File: config.mk
export PLATFORM = sky130hd
export DESIGN_NAME = weight_compress
export DESIGN_NICKNAME = d
export VERILOG_FILES = /design/src/rtl/weight_compress.sv
export SDC_FILE = /design/constraint.sdc
export NUM_CORES = 1
export LEC_CHECK = 0
export ABC_AREA = 0
export BUFFER_PORTS_ARGS = -buffer_cell sky130_fd_sc_hd__buf_2
export CAP_MARGIN = 20
export CORE_UTILIZATION = 45
export DETAILED_ROUTE_END_ITERATION = 10
export PLACE_DENSITY = 0.73
export SLEW_MARGIN = 20
export SYNTH_ARGS = -nofsm -noshare
export SYNTH_HDL_FRONTEND = slang
export SYNTH_SLANG_ARGS = --single-unit
File: constraint.sdc
create_clock -name clk -period 2.2 [get_ports clk]
set_input_delay 0.11 -clock clk [delete_from_list [all_inputs] [get_ports clk]]
set_output_delay 0.11 -clock clk [all_outputs]
set_load 0.005 [all_outputs]
File: src/rtl/weight_compress.sv
// weight_compress: sparse encoder for one dense 3x3 kernel of weights.
// A kernel is accepted on in_valid/in_ready. The next cycle (FLAG) emits
// the nonzero mask and the per-row counts with a single write strobe. After
// that the block streams the selected weights in raster order over a
// valid/ready port. In dense mode (mode = 0) every weight is selected.
//
// Ports:
//   clk, reset         clock; asynchronous active-low reset
//   mode               1 = sparse, 0 = dense; sampled when a kernel is accepted
//   clear              synchronous abort back to IDLE (highest priority)
//   in_valid/in_ready  dense kernel handshake; wei_array_full holds position p at [8p+7:8p]
//   wr_req_wei_flag    one-cycle strobe for wr_data_wei_flag (position p -> bit 8-p)
//   row_val_num        {cnt_row2, cnt_row1, cnt_row0}
//   wei_out*           weight stream: data, row, col, valid, ready, last
//   kernel_done        one-cycle pulse when the kernel is fully emitted
//   busy               FSM is not in IDLE
module weight_compress #(
    parameter int DATA_WIDTH      = 8,
    parameter int KERNEL_WIDTH    = 3,
    parameter int KERNEL_SIZE     = 9,
    parameter int WEI_INDEX_WIDTH = 2
) (
    input  logic                                    clk,
    input  logic                                    reset,
    input  logic                                    mode,
    input  logic                                    clear,
    input  logic                                    in_valid,
    output logic                                    in_ready,
    input  logic [DATA_WIDTH*KERNEL_SIZE-1:0]       wei_array_full,
    output logic                                    wr_req_wei_flag,
    output logic [KERNEL_SIZE-1:0]                  wr_data_wei_flag,
    output logic [KERNEL_WIDTH*WEI_INDEX_WIDTH-1:0] row_val_num,
    output logic [DATA_WIDTH-1:0]                   wei_out,
    output logic [WEI_INDEX_WIDTH-1:0]              wei_out_row,
    output logic [WEI_INDEX_WIDTH-1:0]              wei_out_col,
    output logic                                    wei_out_valid,
    input  logic                                    wei_out_ready,
    output logic                                    wei_out_last,
    output logic                                    kernel_done,
    output logic                                    busy
);

    localparam int CW = $clog2(KERNEL_SIZE + 1);

    typedef enum logic [1:0] {IDLE, FLAG, STREAM} state_t;

    state_t                                  r_state;
    logic [DATA_WIDTH*KERNEL_SIZE-1:0]       r_kernel;
    logic [KERNEL_SIZE-1:0]                  r_flag;
    logic [KERNEL_SIZE-1:0]                  r_pend;     // bit p set: position p not yet sent
    logic [KERNEL_WIDTH*WEI_INDEX_WIDTH-1:0] r_row_cnt;
    logic [CW-1:0]                           r_left;     // beats remaining in this kernel

    logic [KERNEL_SIZE-1:0]                  w_mask_pos;
    logic [KERNEL_SIZE-1:0]                  w_flag;
    logic [KERNEL_WIDTH*WEI_INDEX_WIDTH-1:0] w_row_cnt;
    logic [CW-1:0]                           w_total;
    logic [KERNEL_SIZE-1:0]                  w_sel_oh;
    logic [DATA_WIDTH-1:0]                   w_sel_wei;
    logic [WEI_INDEX_WIDTH-1:0]              w_sel_row;
    logic [WEI_INDEX_WIDTH-1:0]              w_sel_col;
    logic                                    w_found;
    logic                                    w_accept;
    logic                                    w_hs;
    logic                                    w_one_left;

    // Mask and counts of the kernel on the input port, indexed by position
    always_comb begin
        w_mask_pos = '0;
        w_flag     = '0;
        w_row_cnt  = '0;
        w_total    = '0;
        for (int unsigned p = 0; p < KERNEL_SIZE; p++) begin
            w_mask_pos[p] = !mode || (wei_array_full[p*DATA_WIDTH +: DATA_WIDTH] != '0);
            w_flag[KERNEL_SIZE-1-p] = w_mask_pos[p];
        end
        for (int unsigned r = 0; r < KERNEL_WIDTH; r++) begin
            for (int unsigned c = 0; c < KERNEL_WIDTH; c++) begin
                if (w_mask_pos[r*KERNEL_WIDTH+c]) begin
                    w_row_cnt[r*WEI_INDEX_WIDTH +: WEI_INDEX_WIDTH] =
                        w_row_cnt[r*WEI_INDEX_WIDTH +: WEI_INDEX_WIDTH] + 1'b1;
                    w_total = w_total + 1'b1;
                end
            end
        end
    end

    // Lowest pending position in raster order
    always_comb begin
        w_found   = 1'b0;
        w_sel_oh  = '0;
        w_sel_wei = '0;
        w_sel_row = '0;
        w_sel_col = '0;
        for (int unsigned r = 0; r < KERNEL_WIDTH; r++) begin
            for (int unsigned c = 0; c < KERNEL_WIDTH; c++) begin
                if (r_pend[r*KERNEL_WIDTH+c] && !w_found) begin
                    w_found                     = 1'b1;
                    w_sel_oh[r*KERNEL_WIDTH+c]  = 1'b1;
                    w_sel_wei = r_kernel[(r*KERNEL_WIDTH+c)*DATA_WIDTH +: DATA_WIDTH];
                    w_sel_row = WEI_INDEX_WIDTH'(r);
                    w_sel_col = WEI_INDEX_WIDTH'(c);
                end
            end
        end
    end

    // Output decode; in_ready is gated by reset so it stays low while reset is held
    always_comb begin
        w_one_left       = (r_left == CW'(1));
        busy             = (r_state != IDLE);
        in_ready         = reset && (r_state == IDLE) && !clear;
        w_accept         = in_valid && in_ready;
        wei_out_valid    = (r_state == STREAM);
        w_hs             = wei_out_valid && wei_out_ready;
        wei_out          = wei_out_valid ? w_sel_wei : '0;
        wei_out_row      = wei_out_valid ? w_sel_row : '0;
        wei_out_col      = wei_out_valid ? w_sel_col : '0;
        wei_out_last     = wei_out_valid && w_one_left;
        wr_req_wei_flag  = (r_state == FLAG) && !clear;
        wr_data_wei_flag = r_flag;
        row_val_num      = r_row_cnt;
        kernel_done      = !clear && (((r_state == FLAG) && (r_left == '0)) ||
                                      (w_hs && w_one_left));
    end

    always_ff @(posedge clk or negedge reset) begin
        if (!reset) begin
            r_state   <= IDLE;
            r_kernel  <= '0;
            r_flag    <= '0;
            r_pend    <= '0;
            r_row_cnt <= '0;
            r_left    <= '0;
        end else if (clear) begin
            r_state <= IDLE;
            r_pend  <= '0;
            r_left  <= '0;
        end else begin
            case (r_state)
                IDLE: begin
                    if (w_accept) begin
                        r_kernel  <= wei_array_full;
                        r_flag    <= w_flag;
                        r_pend    <= w_mask_pos;
                        r_row_cnt <= w_row_cnt;
                        r_left    <= w_total;
                        r_state   <= FLAG;
                    end
                end
                FLAG: begin
                    r_state <= (r_left == '0) ? IDLE : STREAM;
                end
                STREAM: begin
                    if (wei_out_ready) begin
                        r_pend <= r_pend & ~w_sel_oh;
                        r_left <= r_left - 1'b1;
                        if (w_one_left) r_state <= IDLE;
                    end
                end
                default: r_state <= IDLE;
            endcase
        end
    end

endmodule

==> flow_summary_export.csv, run 1 <==
group,metric,value,unit
sta,maxSlewViolCount,0,
clock_tree,clock-sinks,102,
setup_path,path_cells,"buf_6 -> or4_4 -> nor4_4 -> inv_1 -> ha_2 -> nor4_2 -> a21oi_1 -> ha_1 -> inv_2 -> o31ai_4 -> o211a_1 -> or3b_4 -> a21oi_2 -> or2_4 -> ha_4 -> and2_4 -> a221o_1 -> xnor2_1 -> nor2_1 -> a211oi_2 -> ha_2 -> mux2_4 -> a21oi_2 -> o31ai_1",
synth,syn-instance-count,717,
global_routing,overflow,0,
die,core,12600,um^2
global_routing,grt_max_degree,59,
clock_tree,clk_latency,0.36,ns
layout,layout-drive-gt1-share,0.369,
synth,ys_ff_latch,102,
clock_tree,htreeDepth,3,
setup_path,cp.required,2.41,ns
global_routing,first_global_vias,5737,
run_status,status,"complete, but fails checks",
power,p_leak,4.30,nW
clock_tree,root_buffer,"clkbuf_16",
synth,ys_warn_count,0,
power,cellPowerDensity,636,nW/um^2
placement,io_buffers,110,
worst_hold_path,whs_endpoint,"r_kernel[33]",
detailed_routing,wl,18700,um
sta,finalCritPeriodShare,2.05,
setup_path,ff2ff_path_depth,7,
synth,syn_area_per_cell,8.07,um^2
clock_tree,cts_tree,"done",
setup_path,critPathSlowestCell,"or4_4",
setup_path,reg2reg_slack,0.03,ns
sta,tns,-8.21,ns
setup_path,crit_type,"in -> reg",
power,peakVddDrop,554,uV
sta,slew_headroom,0.534,
die,die_x,115,um
synth,syn_nets,811,
detailed_routing,drt-pass1-iter-count,8,
clock_tree,clk_path_buf_depth,2,
setup_path,path_buf_inv,3,
worst_hold_path,min_from,"wei_array_full[33]",
synth,netlist_area,5780,um^2
power,power,5.44,mW
setup_path,worstPathMaxFanout,3,
synth,synthArstFlopShare,1.00,
layout,seqCellArea,2550,um^2
detailed_routing,vias,6250,
die,start_util,0.460,
layout,fin_nets,1060,
sta,hold_viol,0,
sta,fin_worst_skew,0.00574,ns
detailed_routing,route.detailed.drc,0,
layout,multi_input_area,3480,um^2
run_status,violations,"setup timing",
die,pin_count,111,
global_routing,grt_pass1_wl,28600,um
synth,synthFlopType,"dfrtp_1",
worst_hold_path,hp-class,"in -> reg",
die,dieHeight,115,um
sta,setup_slack,-2.31,ns
setup_path,r2r-end,"r_pend[4]",
clock_tree,clk_pin_slew,0.07,ns
layout,antenna_cells,0,
sta,worstMarginPinSlew,0.700,ns
synth,netlist-cell-type-count,66,
global_routing,antenna_found_initial,0,
setup_path,crit_family,"simple AND/OR/NAND/NOR gates",
sta,period_needed,4.51,ns
sta,fmax,221,MHz
layout,syn_to_final_growth,47.8,%
placement,dpl.hpwl,12500,um
detailed_routing,wire_per_inst,16.4,um
global_routing,track_usage,0.282,
synth,synth-edff-count,0,
setup_path,slowest_delay,0.54,ns
setup_path,endpoint_kind,"flop",
layout,fill_cells,964,
setup_path,critical_path_arrival,4.73,ns
run,drv_cap,0,
setup_path,r2r-start,"r_state[1]",
detailed_routing,via_per_inst,5.47,
setup_path,critPathLaunchType,"input pin",
clock_tree,cts_inserted_buffers,9,
detailed_routing,drtAntennaViolNets,0,
die,rows,41,
synth,ys_seq_area_frac,0.441,
sta,finalSetupViolCount,14,
placement,preCtsSetupSlack,-2.88,ns
detailed_routing,drtIter0Drc,646,
die,die_area,13300,um^2
worst_hold_path,hold_depth,4,
placement,gp_congestion,0.906,
sta,rsz0062_at_grt,"yes",
worst max path at each step:
stage | end | cells past startpoint | slack [ns] | start
floorplan | r_left[3] | 25 | -2.60 | wei_array_full[3]
global placement | r_left[3] | 24 | -2.75 | wei_array_full[3]
detailed placement | r_left[3] | 24 | -2.88 | wei_array_full[3]
CTS | r_left[3] | 27 | -2.34 | wei_array_full[3]
global route | r_left[1] | 24 | -2.48 | wei_array_full[3]
finish | r_left[1] | 24 | -2.31 | wei_array_full[3]
synthesized netlist by cell type, types with 10 or more instances:
cell      number  area (um^2)
nand2_1      268         1010
dfrtp_1      102         2550
inv_1         15         56.3
clkbuf_1      33          124
xnor2_1       12          105
a22oi_1       14          105
a21oi_1       26          130
o21ai_0       55          275
ha_1          16          200
nor2_1        44          165
nor3_1        10         50.1
nor4_1        10         62.6
sequential cells by signal, indices dropped and copies added (netlist names):
register,flops
r_kernel,72
r_state,2
row_val_num,6
wr_data_wei_flag,9
r_left,4
r_pend,9
routing by layer:
metal  vias to the layer above  global-route usage  wire length, um
met5                         -                   0                0
met4                         0              0.0909              658
met3                        72              0.0580             1430
met2                       305               0.454             8910
met1                      2951               0.381             7730
li1                       2922                   -                -
layout make-up:
type | instances | area share
inverter | 19 | 0.00834
clock inverter | 5 | 0.00673
timing repair buffer | 274 | 0.225
sequential | 102 | 0.299
clock buffer | 10 | 0.0280
multi-input combinational | 560 | 0.408
tap | 172 | 0.0252
worst register-to-register path, delay by kind of cell (launching register included):
family	cells	cell delay, ns
compound gates	3	0.69
flops	1	0.40
simple gates	4	0.95
layout by cell type (no fill, tap or decap), types with 9 or more instances in the layout:
cell type	synthesis	layout
a21oi_2	0	11
inv_1	15	14
o21ai_0	55	40
dlygate4sd3_1	0	20
buf_2	1	108
o21ai_1	0	11
nand2_1	268	263
a21oi_1	26	15
buf_6	1	12
buf_4	0	130
xnor2_1	12	10
nor2_1	44	42
ha_1	16	10
a22oi_1	14	10
clkbuf_16	0	9
dfrtp_1	102	102
stage by stage:
stage          hold slack (ns)  utilization  instances  cell area (um^2)
2_1_floorplan           -0.186            -        717              5850
3_3_place_gp             0.293        0.596       1092              7480
3_5_place_dp             0.295        0.596       1092              7480
4_1_cts                 0.0161        0.659       1138              8290
5_1_grt                 0.0409        0.680       1142              8550
6_report                0.0384        0.680       1142              8550
power breakdown:
group	switching, mW	leakage (nW)	internal, mW	total (mW)
logic	0.692	2.88	0.607	1.30
registers	0.271	1.27	2.22	2.49
clock network	0.734	0.149	0.910	1.64
total	1.70	4.30	3.74	5.44
cells by family after synthesis:
| family | count (synthesis) | share of synthesized area |
|---|---|---|
| simple gates | 382 | 0.285 |
| compound gates | 138 | 0.152 |
| flops | 102 | 0.441 |
| buf+inv | 55 | 0.0372 |
| xor+xnor | 22 | 0.0465 |
| fa+ha+maj | 16 | 0.0346 |
| mux | 2 | 0.00368 |
repair_timing:
action	in CTS	in global routing
endpoints found under the setup margin	14	22
endpoints found under the hold margin	67	0
resized for setup	57	49
buffers inserted	14	5
pin swaps	26	31
hold buffers	20	0
No activity file was read; power rests on OpenSTA's default activity.
==> run 2: changes to the inputs <==
--- a/config.mk
+++ b/config.mk
@@ -11,6 +11,7 @@
 export CORE_UTILIZATION = 45
 export DETAILED_ROUTE_END_ITERATION = 10
 export PLACE_DENSITY = 0.73
+export REMOVE_ABC_BUFFERS = 1
 export SLEW_MARGIN = 20
 export SYNTH_ARGS = -nofsm -noshare
 export SYNTH_HDL_FRONTEND = slang
==> run 2 against run 1 <==
Effect of this change:
- the flow still finishes with violations (setup timing)
- register-to-register slack better by 0.05 ns
- setup slack got worse by 0.12 ns
- power fell by 2.3%
- critical endpoint unchanged
==> flow_summary_export.csv, run 2 (synthesis results as in run 1) <==
group,metric,value,unit
setup_path,path_cells,"buf_6 -> or4_4 -> nor4_4 -> inv_2 -> ha_4 -> nor4_4 -> a21oi_2 -> ha_4 -> buf_6 -> o31ai_4 -> o211a_1 -> or3b_4 -> a21oi_2 -> or2_4 -> ha_4 -> and2_4 -> a221o_1 -> xnor2_2 -> nor2_1 -> a211oi_2 -> ha_1 -> mux2_4 -> a21oi_2 -> o31ai_1",
layout,final_cell_mix,"nand2_1, buf_4, buf_2",
power,cellPowerDensity,620,nW/um^2
sta,slew_headroom,0.338,
placement,dpl_cell_area,7430,um^2
run_status,status,"complete, but fails checks",
setup_path,critPathLaunchType,"input pin",
sta,finalSetupViolCount,11,
worst_hold_path,hold_depth,3,
clock_tree,root_buffer,"clkbuf_16",
layout,layout-drive-gt1-share,0.365,
detailed_routing,via_per_inst,5.31,
power,peakVddDrop,346,uV
die,rows,41,
clock_tree,clk_latency,0.35,ns
power,swShare,0.302,
sta,fin_worst_skew,0.00490,ns
run,drv_cap,0,
detailed_routing,drtIter0Drc,496,
sta,setup_slack,-2.43,ns
power,power_frac_seq,0.460,
worst_hold_path,min_from,"wei_array_full[70]",
setup_path,worstPathMaxFanout,2,
setup_path,r2r-start,"r_pend[1]",
placement,dpl.hpwl,12000,um
setup_path,crit_type,"in -> reg",
detailed_routing,wl,18200,um
layout,top_register,"r_kernel",
layout,fin_nets,1079,
setup_path,r2r-end,"r_pend[7]",
layout,syn_to_final_growth,48.2,%
global_routing,overflow,0,
layout,antenna_cells,0,
setup_path,cp.required,2.41,ns
setup_path,critical_path_arrival,4.84,ns
layout,fin_util,0.682,
detailed_routing,wire_per_inst,15.7,um
sta,finalCritPeriodShare,2.11,
detailed_routing,route.detailed.drc,0,
power,p_clk_frac,0.309,
sta,tns,-8.04,ns
power,p_sw,1.61,mW
layout,largest_reg_flops,72,
global_routing,grt_pass1_wl,28700,um
power,p_leak,4.39,nW
sta,worstMarginPinSlew,0.993,ns
die,die_x,115,um
global_routing,antenna_found_initial,0,
detailed_routing,vias,6168,
worst_hold_path,hp-class,"in -> reg",
sta,hold_ws,0.00719,ns
sta,rsz0062_at_grt,"yes",
run_status,violations,"setup timing",
die,core,12600,um^2
detailed_routing,drtAntennaViolNets,0,
setup_path,reg2reg_slack,0.08,ns
die,dieHeight,115,um
placement,io_buffers,110,
setup_path,critPathSlowestCell,"or4_4",
sta,fmax,216,MHz
setup_path,slowest_delay,0.57,ns
sta,period_needed,4.63,ns
setup_path,endpoint_kind,"flop",
global_routing,first_global_vias,5965,
die,start_util,0.460,
clock_tree,htreeDepth,3,
worst_hold_path,whs_endpoint,"r_kernel[70]",
sta,maxSlewViolCount,0,
die,die_area,13300,um^2
clock_tree,clk_pin_slew,0.07,ns
global_routing,track_usage,0.280,
placement,gp_congestion,0.914,
layout,final_area,8570,um^2
clock_tree,cts_tree,"done",
global_routing,grt_max_degree,80,
clock_tree,clock-sinks,102,
power,internal-power,3.71,mW
sta,hold_viol,0,
detailed_routing,drt-pass1-iter-count,5,
layout,final_common_cell,"nand2_1",
clock_tree,cts_inserted_buffers,9,
setup_path,ff2ff_path_depth,9,
die,pin_count,111,
power,p_comb_frac,0.230,
clock_tree,clk_path_buf_depth,2,
==> run 2: cell count changes in the layout (fill, tap and decap cells not counted), sizes merged <==
| cell | previous run | this run |
|---|---|---|
| buf | 254 | 272 |
| clkinv | 4 | 3 |
| inv | 19 | 20 |
| dlygate4sd3 | 20 | 21 |
==> run 2: cell type report <==
type                    instances  area [um^2]
clock inverters                 5         57.6
well taps                     172          215
repair buffers                293         2040
inverters                      19         71.3
clock buffers                  10          239
flip-flops and latches        102         2550
fillers                       988         4000
multi-input cells             560         3400
==> run 2: repair_timing <==
action / 4_1_cts / 5_1_grt
gates resized for setup: 56 / 27
hold buffers: 21 / 0
setup endpoints to repair: 14 / 21
endpoints found under the hold margin: 43 / 0
setup buffers: 24 / 8
pin swaps: 34 / 22
==> run 2: power groups by stage <==
stage	combinational (mW)	clock (mW)	sequential, mW
after global placement	1.02	0	2.44
after floorplan	0.536	0	2.42
after global routing	1.37	1.73	2.48
after detailed placement	1.05	0	2.46
after CTS	1.17	1.64	2.43
final	1.22	1.64	2.45
==> run 2: routing by layer <==
metal,vias to the layer above,wire (um),GRT usage
met4,0,665,0.143
met3,53,910,0.0285
li1,2958,-,-
met2,220,9030,0.470
met1,2937,7620,0.360
met5,-,0,0
==> run 2: metrics by stage <==
stage | setup slack (ns) | instances | power [mW]
floorplan | -3.03 | 681 | 2.96
global placement | -3.10 | 1095 | 3.47
detailed placement | -3.18 | 1095 | 3.50
CTS | -2.27 | 1155 | 5.24
global route | -2.54 | 1161 | 5.59
finish | -2.43 | 1161 | 5.31
==> run 2: worst max-delay path by stage <==
stage | startpoint | to | slack (ns) | cells past startpoint
6_report | wei_array_full[4] | r_left[1] | -2.43 | 24
5_1_grt | wei_array_full[4] | r_left[3] | -2.54 | 26
3_5_place_dp | wei_array_full[3] | r_left[3] | -3.18 | 24
3_3_place_gp | wei_array_full[3] | r_left[3] | -3.10 | 24
4_1_cts | wei_array_full[4] | r_left[3] | -2.27 | 26
2_1_floorplan | wei_array_full[3] | r_left[3] | -3.03 | 21
==> run 2: worst max-delay path, delay by kind of cell <==
family	cells	cell delay (ns)
AOI/OAI and AO/OA	8	1.26
xor gates and xnor gates	1	0.20
adders and majority gates	4	0.92
buffers and inverters	3	0.28
muxes	1	0.26
and+or+nand+nor	7	1.78
